<file path="config.mk">
export PLATFORM = sky130hd
export DESIGN_NAME = sdram_arbit
export DESIGN_NICKNAME = d
export VERILOG_FILES = /design/src/rtl/sdram_pkg.sv /design/src/rtl/sdram_ref_timer.sv /design/src/rtl/sdram_arbit.sv
export SDC_FILE = /design/constraint.sdc
export NUM_CORES = 1
export LEC_CHECK = 0
export ABC_AREA = 1
export CORE_UTILIZATION = 35
export CTS_CLUSTER_SIZE = 14
export DETAILED_ROUTE_END_ITERATION = 7
export GPL_TIMING_DRIVEN = 0
export PLACE_DENSITY = 0.85
export SLEW_MARGIN = 25
export SYNTH_ARGS = -nofsm -noshare
export SYNTH_HDL_FRONTEND = slang
export SYNTH_SLANG_ARGS = --single-unit
</file>
<file path="constraint.sdc">
create_clock -name sclk -period 2.8 [get_ports sclk]
set_input_delay 0.56 -clock sclk [delete_from_list [all_inputs] [get_ports sclk]]
set_output_delay 0.56 -clock sclk [all_outputs]
set_load 0.05 [all_outputs]
</file>
<file path="src/rtl/sdram_pkg.sv">
// Shared SDRAM controller definitions: command encodings {CS_n, RAS_n, CAS_n, WE_n}
// and the arbiter state encoding.
package sdram_pkg;

  localparam logic [3:0] CMD_NOP = 4'b0111;
  localparam logic [3:0] CMD_ACT = 4'b0011;
  localparam logic [3:0] CMD_RD  = 4'b0101;
  localparam logic [3:0] CMD_WR  = 4'b0100;
  localparam logic [3:0] CMD_PRE = 4'b0010;
  localparam logic [3:0] CMD_REF = 4'b0001;
  localparam logic [3:0] CMD_MRS = 4'b0000;

  typedef enum logic [2:0] {
    S_INIT,
    S_IDLE,
    S_REF,
    S_WR,
    S_RD
  } arb_state_t;

endpackage

</file>
<file path="src/rtl/sdram_ref_timer.sv">
// Refresh interval timer: raises ref_due once per interval after init, flags a missed refresh.
module sdram_ref_timer #(
  parameter int unsigned REF_CYCLES = 750
) (
  input  logic sclk,
  input  logic srst,
  input  logic init_end,
  input  logic ref_end,
  output logic ref_due,
  output logic ref_miss
);

  localparam int unsigned CntW = (REF_CYCLES > 1) ? $clog2(REF_CYCLES) : 1;
  localparam logic [CntW-1:0] CntMax = CntW'(REF_CYCLES - 1);

  logic [CntW-1:0] r_cnt;
  logic            r_due;
  logic            r_miss;
  logic            w_tick;

  assign w_tick   = (r_cnt == CntMax);
  assign ref_due  = r_due;
  assign ref_miss = r_miss;

  always_ff @(posedge sclk) begin
    if (srst) begin
      r_cnt  <= '0;
      r_due  <= 1'b0;
      r_miss <= 1'b0;
    end else begin
      if (!init_end || w_tick) begin
        r_cnt <= '0;
      end else begin
        r_cnt <= r_cnt + CntW'(1);
      end
      // A new interval beats a refresh finishing in the same cycle.
      if (w_tick) begin
        r_due <= 1'b1;
      end else if (ref_end) begin
        r_due <= 1'b0;
      end
      if (w_tick && r_due && !ref_end) begin
        r_miss <= 1'b1;
      end
    end
  end

endmodule

</file>
<file path="src/rtl/sdram_arbit.sv">
// SDRAM bus sequencer: holds the bus for init, then arbitrates refresh/write/read and muxes
// the granted requester onto the device pins.
module sdram_arbit #(
  parameter int unsigned REF_CYCLES = 750,
  parameter logic [3:0]  CMD_NOP    = 4'b0111
) (
  input  logic        sclk,
  input  logic        srst,
  input  logic [3:0]  init_cmd,
  input  logic [11:0] init_addr,
  input  logic        init_end,
  output logic        ref_en,
  input  logic        ref_end,
  input  logic [3:0]  ref_cmd,
  input  logic [11:0] ref_addr,
  input  logic        wr_ask,
  output logic        wr_en,
  input  logic        wr_end,
  input  logic [3:0]  wr_cmd,
  input  logic [11:0] wr_addr,
  input  logic [1:0]  wr_bank,
  input  logic        rd_ask,
  output logic        rd_en,
  input  logic        rd_end,
  input  logic [3:0]  rd_cmd,
  input  logic [11:0] rd_addr,
  input  logic [1:0]  rd_bank,
  output logic [3:0]  sdram_cmd,
  output logic [11:0] sdram_addr,
  output logic [1:0]  sdram_bank,
  output logic        ref_miss
);

  import sdram_pkg::*;

  arb_state_t r_state;
  logic       r_last_wr;
  logic       w_ref_due;

  sdram_ref_timer #(
    .REF_CYCLES(REF_CYCLES)
  ) u_ref_timer (
    .sclk    (sclk),
    .srst    (srst),
    .init_end(init_end),
    .ref_end (ref_end),
    .ref_due (w_ref_due),
    .ref_miss(ref_miss)
  );

  always_ff @(posedge sclk) begin
    if (srst) begin
      r_state   <= S_INIT;
      r_last_wr <= 1'b0;
    end else begin
      unique case (r_state)
        S_INIT: if (init_end) r_state <= S_IDLE;
        S_IDLE: begin
          if (w_ref_due) begin
            r_state <= S_REF;
          end else if (wr_ask && (!rd_ask || !r_last_wr)) begin
            // On a tie, the side not granted last wins.
            r_state   <= S_WR;
            r_last_wr <= 1'b1;
          end else if (rd_ask) begin
            r_state   <= S_RD;
            r_last_wr <= 1'b0;
          end
        end
        S_REF:   if (ref_end) r_state <= S_IDLE;
        S_WR:    if (wr_end) r_state <= S_IDLE;
        S_RD:    if (rd_end) r_state <= S_IDLE;
        default: r_state <= S_INIT;
      endcase
    end
  end

  // Dropping the grant while the state holds asks the requester to close its burst.
  assign ref_en = (r_state == S_REF);
  assign wr_en  = (r_state == S_WR) && !w_ref_due;
  assign rd_en  = (r_state == S_RD) && !w_ref_due;

  always_comb begin
    sdram_cmd  = CMD_NOP;
    sdram_addr = '0;
    sdram_bank = '0;
    unique case (r_state)
      S_INIT: begin
        sdram_cmd  = init_cmd;
        sdram_addr = init_addr;
      end
      S_REF: begin
        sdram_cmd  = ref_cmd;
        sdram_addr = ref_addr;
      end
      S_WR: begin
        sdram_cmd  = wr_cmd;
        sdram_addr = wr_addr;
        sdram_bank = wr_bank;
      end
      S_RD: begin
        sdram_cmd  = rd_cmd;
        sdram_addr = rd_addr;
        sdram_bank = rd_bank;
      end
      default: ;
    endcase
  end

endmodule

</file>
Word level (Yosys, flattened, before mapping)
Index checks and enable logic that the tools add are counted.

word-level totals
  flip-flop bits (word level) = 16
  input port bits = 76
  output and inout port bits = 22
  word-level logic and storage cells = 50

cells by class
  add/sub/neg operators = 1
  equal/unequal tests = 10
  mux-type cells = 15
  bitwise gates (word level) = 1
  reduce and logical (&&, ||, !) cells = 18

operator list
  kind                     count
  $pmux W12 S4             1
  $mux W3                  7
  $pmux W4 S4              1
  $pmux W3 S5              1
  $add A10 B1 Y10 const B  1
  $eq A10 B10 Y1 const B   1
  $eq A3 B2 Y1 const B     2
  $ne A2 B2 Y1 const B     3
  $logic_and A1 B1 Y1      5
  $logic_not A1 Y1         5
  $reduce_and A5 Y1        1
  $mux W1                  4
  $ne A4 B3 Y1 const B     1
  $pmux W2 S2              1
  $reduce_bool A2 Y1       2
  $eq A3 B1 Y1 const B     1
  $eq A3 B3 Y1 const B     1
  $logic_not A3 Y1         1
  $reduce_and A3 Y1        1
  $logic_or A1 B1 Y1       2
  $ne A2 B1 Y1 const B     1
  $reduce_or A2 Y1         1
  $not A1 Y1               1

Logic depth before layout (Yosys ltp)
  word-level depth = 6
  mapped depth = 8
  depth with buffers taken out = 8

Hierarchy
Synthesis repeated with hierarchy kept, for this count alone.

second synthesis, totals
  cell total of the unflattened synthesis = 221
  area, all modules = 1356.3 um^2

by module, submodules not included
  module           instances  cells an instance  area each (um^2)  sequential area each (um^2)
  sdram_arbit      1          145                739.5             80.1
  sdram_ref_timer  1          76                 616.8             240.2

Worst setup path after synthesis
Ideal clock, no wire load.

  path kind = reg-to-output
  start = register r_state[0]
  end = output wr_en
  data arrival time = 1.656 ns
  data required time = 2.240 ns
  setup slack = 0.584 ns
  cell stages (with the launch flop) = 3
  buffers on the path = 0
  path through = dfxtp_1 > nand2_4 > nor3_1

between the ends
  longest elaborated chain between the ends = 2

ends and longest elaborated chain
  item                    RTL line           source
  start, declared         sdram_arbit.sv:36  arb_state_t r_state;
  start signal, assigned  sdram_arbit.sv:53  r_state <= S_INIT;
  start signal, assigned  sdram_arbit.sv:57  S_INIT: if (init_end) r_state <= S_IDLE;
  start signal, assigned  sdram_arbit.sv:60  r_state <= S_REF;
  $eq A3 B2 Y1            sdram_arbit.sv:80  assign wr_en = (r_state == S_WR) && !w_ref_due;
  $logic_and A1 B1 Y1     sdram_arbit.sv:80
  end, declared           sdram_arbit.sv:17  output logic wr_en,

No other way between the ends.

Worst setup path after layout
  start = register r_state[0]
  end = output rd_en

between the ends
  longest elaborated chain between the ends = 2

ends and longest elaborated chain
  item                 RTL line           source
  $eq A3 B3 Y1         sdram_arbit.sv:81  assign rd_en = (r_state == S_RD) && !w_ref_due;
  $logic_and A1 B1 Y1  sdram_arbit.sv:81
  end, declared        sdram_arbit.sv:23  output logic rd_en,

No other way between the ends.

==> impl_metrics.csv <==
group,metric,value,unit
sta,worstMarginPinSlew,533.2,ps
run,drv_cap,0,
detailed_routing,num_vias,1709,
sta,final.min_clock_period,2514,ps
clock_tree,clkTransAtPathRegs,80,ps
sta,setup_viol,0,
sta,slew_viol_final,0,
finish,drive_gt1_frac,0.1086,
power_and_ir_drop,power_frac_clock,0.062,
power_and_ir_drop,p_int,0.7323,mW
worst_setup_path,critPathBufInv,1,
yosys,ys_ff_latch,16,
yosys,synthesis.instances,213,
yosys,ys_seq_area_frac,0.2522,
power_and_ir_drop,switching_share,0.6051,
clock_tree,cts.sinks,16,
yosys,avgSynthCellArea,5.962,sq um
worst_setup_path,crit_arrival,1950,ps
die,die-area,0.003873,sq mm
yosys,ys_warn_count,0,
yosys,synth_cell_types,26,
yosys,synthTopCellsByArea,"dfxtp_1 25%, nand2_1 24%, nand4_1 8.9%",
yosys,yosys.area.top_type,"dfxtp_1",
die,initial_utilization,0.3718,
clock_tree,cts_buffer_depth,2,
worst_setup_path,cp_top_family,"buffers and inverters",
global_route,grt.met3_usage,0.07169,
yosys,synth.cells.most_frequent,"82 x nand2_1, 22 x nor2_1, 18 x inv_1, 18 x nand4_1, 16 x dfxtp_1",
worst_setup_path,path_cells,"nor2_2 > nand2_1 > nor2_1 > clkdlybuf4s50_1",
worst_setup_path,path_class,"register to primary output",
worst_setup_path,endpoint_kind,"primary output",
die,die_h,62.24,um
power_and_ir_drop,power_density,813.8,mW/mm^2
global_route,grtUsageMet1,0.2846,
clock_tree,cts_max_level,1,
clock_tree,cts_setup_buffers,0,
finish,area_growth,79.41,%
die,io_pins,98,
sta,setup_tns,0,ps
placed_design,portBuffers,97,
sta,post-route-period-util,0.8980,
yosys,synth_top_cell_area_share,0.2522,
yosys,synth_edf_count,0,
worst_setup_path,timing.rr.start,"u_ref_timer.r_cnt[1]$_SDFF_PP0_",
global_route,grt_pass1_wl,7327,um
worst_setup_path,critPathLaunchType,"register",
yosys,synth.net_count,291,
clock_tree,cts_tree,"built",
sta,rsz0062_at_grt,"no",
power_and_ir_drop,p_comb_frac,0.789,
clock_tree,clock_latency,280,ps
detailed_routing,drt-vias-per-instance,4.760,
clock_tree,hold_buffers,0,
worst_setup_path,crit_fanout,6,
global_route,grt_usage,0.2384,
worst_setup_path,max_stage_delay,810,ps
finish,num_antenna_cells,0,
sta,finalClockSkew,2.965,ps
finish,fin_util,0.6670,
placed_design,dpl_cell_area,0.002298,sq mm
detailed_routing,avgRoutedWirePerCell,12.50,um
sta,max_slew_margin,0.6439,
sta,holdWs,476.7,ps
finish,design_area,0.002278,sq mm
global_route,grt-busiest-layer,"met2",
yosys,syn-cell-area,0.001270,sq mm
finish,layout.cells.non_filler,359,
clock_tree,cts_root_buf,"clkbuf_4",
min_path,hp-class,"register to register",
min_path,hp-start,"u_ref_timer.r_cnt[9]$_SDFF_PP0_",
die,fp-row-count,21,
yosys,async_flop_share,0,
global_route,met2_usage,0.3997,
placed_design,dp.cells,356,
power_and_ir_drop,ir_drop,0.3089,mV
global_route,first_global_vias,1563,
worst_setup_path,r2r-end,"u_ref_timer.r_cnt[5]$_SDFF_PP0_",
power_and_ir_drop,p_sw,1.122,mW
detailed_routing,dr.pass1.iters,4,
worst_setup_path,ff2ff_setup_slack,1360,ps
min_path,min_path_cells,2,
worst_setup_path,worstPathRequired,2240,ps
sta,max_freq,397.7,MHz
run_status,outcome,"complete, no violations",
power_and_ir_drop,p_leak,1.030,nW
finish,fin_nets,393,
die,die_width,62.24,um
detailed_routing,antenna_left,0,
placed_design,gp_congestion,0.8405,
die,coreArea,0.003416,sq mm
detailed_routing,drtIter0Drc,61,
sta,finalHoldViolations,0,
power_and_ir_drop,seq_power_share,0.149,
global_route,grt_max_degree,11,
global_route,grt_antenna_before_repair,0,
placed_design,place_hpwl,3660,um
worst_setup_path,crit_slowest_cell,"clkdlybuf4s50_1",
yosys,ys.flop_type,"dfxtp_1",
detailed_routing,drcViolationCount,0,
worst_setup_path,rr_worst_depth,7,
min_path,min_to,"u_ref_timer.r_cnt[9]$_SDFF_PP0_",
global_route,grt_overflow,0,
clock_tree,cts_inserted_buffers,3,
detailed_routing,wirelength,4488,um
yosys,post-synth-top-count-cell,"nand2_1",
==> registers in the layout (all words and copies together) (netlist names) <==
name / cells
u_ref_timer.r_cnt: 10
u_ref_timer.ref_miss: 1
r_last_wr: 1
r_state: 3
u_ref_timer.ref_due: 1
==> through the flow <==
| step | total power [mW] | setup WS, ps |
|---|---|---|
| floorplan | 1.321 | 584.1 |
| global placement | 1.849 | 162.5 |
| detailed placement | 1.854 | 167.2 |
| CTS | 1.894 | 0.1719 |
| global route | 1.979 | 159.3 |
| finish | 1.854 | 285.6 |
==> power by group through the flow <==
stage	Sequential (mW)	Clock [mW]	Combinational [mW]
CTS	0.277	0.124	1.49
floorplan	0.278	0	1.04
finish	0.277	0.114	1.46
global placement	0.281	0	1.57
detailed placement	0.283	0	1.57
global route	0.281	0.135	1.56
==> routing by layer <==
metal	vias to the layer above	routed length, um
li1	891	-
met1	732	1945
met2	73	2067
met3	13	362
met4	0	112
met5	-	0
==> tightest hold or removal path: cells and delay by family, from the launching register on <==
family,cells,cell delay [ps]
simple gates,1,60
flops,1,320
compound gates,1,50
==> cell families (layout without fill, tap and decap cells) <==
| kind of cell | count (synthesis) | in the layout | share of synthesized area |
|---|---|---|---|
| flip-flops | 16 | 16 | 0.2522 |
| XOR/XNOR | 4 | 4 | 0.02759 |
| AO/OA/AOI/OAI | 15 | 15 | 0.06799 |
| adder cells (fa/ha/maj) | 2 | 2 | 0.01970 |
| buffers and inverters | 27 | 127 | 0.09063 |
| AND/OR/NAND/NOR | 149 | 149 | 0.5419 |
==> cell usage in the layout, fill, tap and decap left out, types with 2 or more instances in the layout <==
master	n
nand2_4	2
inv_1	18
xor2_1	2
nor2_1	22
nand3_1	11
nor3_1	4
xnor2_1	2
dlymetal6s2s_1	7
clkdlybuf4s50_1	78
inv_2	4
nand3b_1	2
a21oi_1	10
nand4_1	18
nor2_2	3
clkbuf_2	12
buf_2	2
dfxtp_1	16
buf_4	3
clkbuf_4	3
nand2_1	82
a22o_1	2
ha_1	2
==> final cells by class <==
cell class / count / area, sq um
Sequential cell: 16 / 320.3
Fill cell: 326 / 1137
Multi-Input combinational cell: 170 / 834.6
Inverter: 22 / 82.58
Clock buffer: 3 / 22.52
Timing Repair Buffer: 97 / 928.4
Tap cell: 46 / 57.56
Buffer: 5 / 32.53
==> how the worst max path moves through the flow <==
stage,end,depth (start not counted),start
floorplan,wr_en,2,r_state[0]$_SDFFE_PP0P_
global placement,sdram_cmd[2],7,r_state[0]$_SDFFE_PP0P_
detailed placement,sdram_addr[9],7,r_state[0]$_SDFFE_PP0P_
CTS,ref_en,6,r_state[2]$_SDFFE_PP0P_
global route,rd_en,4,r_state[0]$_SDFFE_PP0P_
finish,rd_en,4,r_state[0]$_SDFFE_PP0P_
==> what timing repair did <==
| item | CTS | global route |
|---|---|---|
| cloned | 0 | 0 |
| resized for setup | 12 | 31 |
| endpoints found under the setup margin | 12 | 19 |
(Power assumes the default switching activity.)
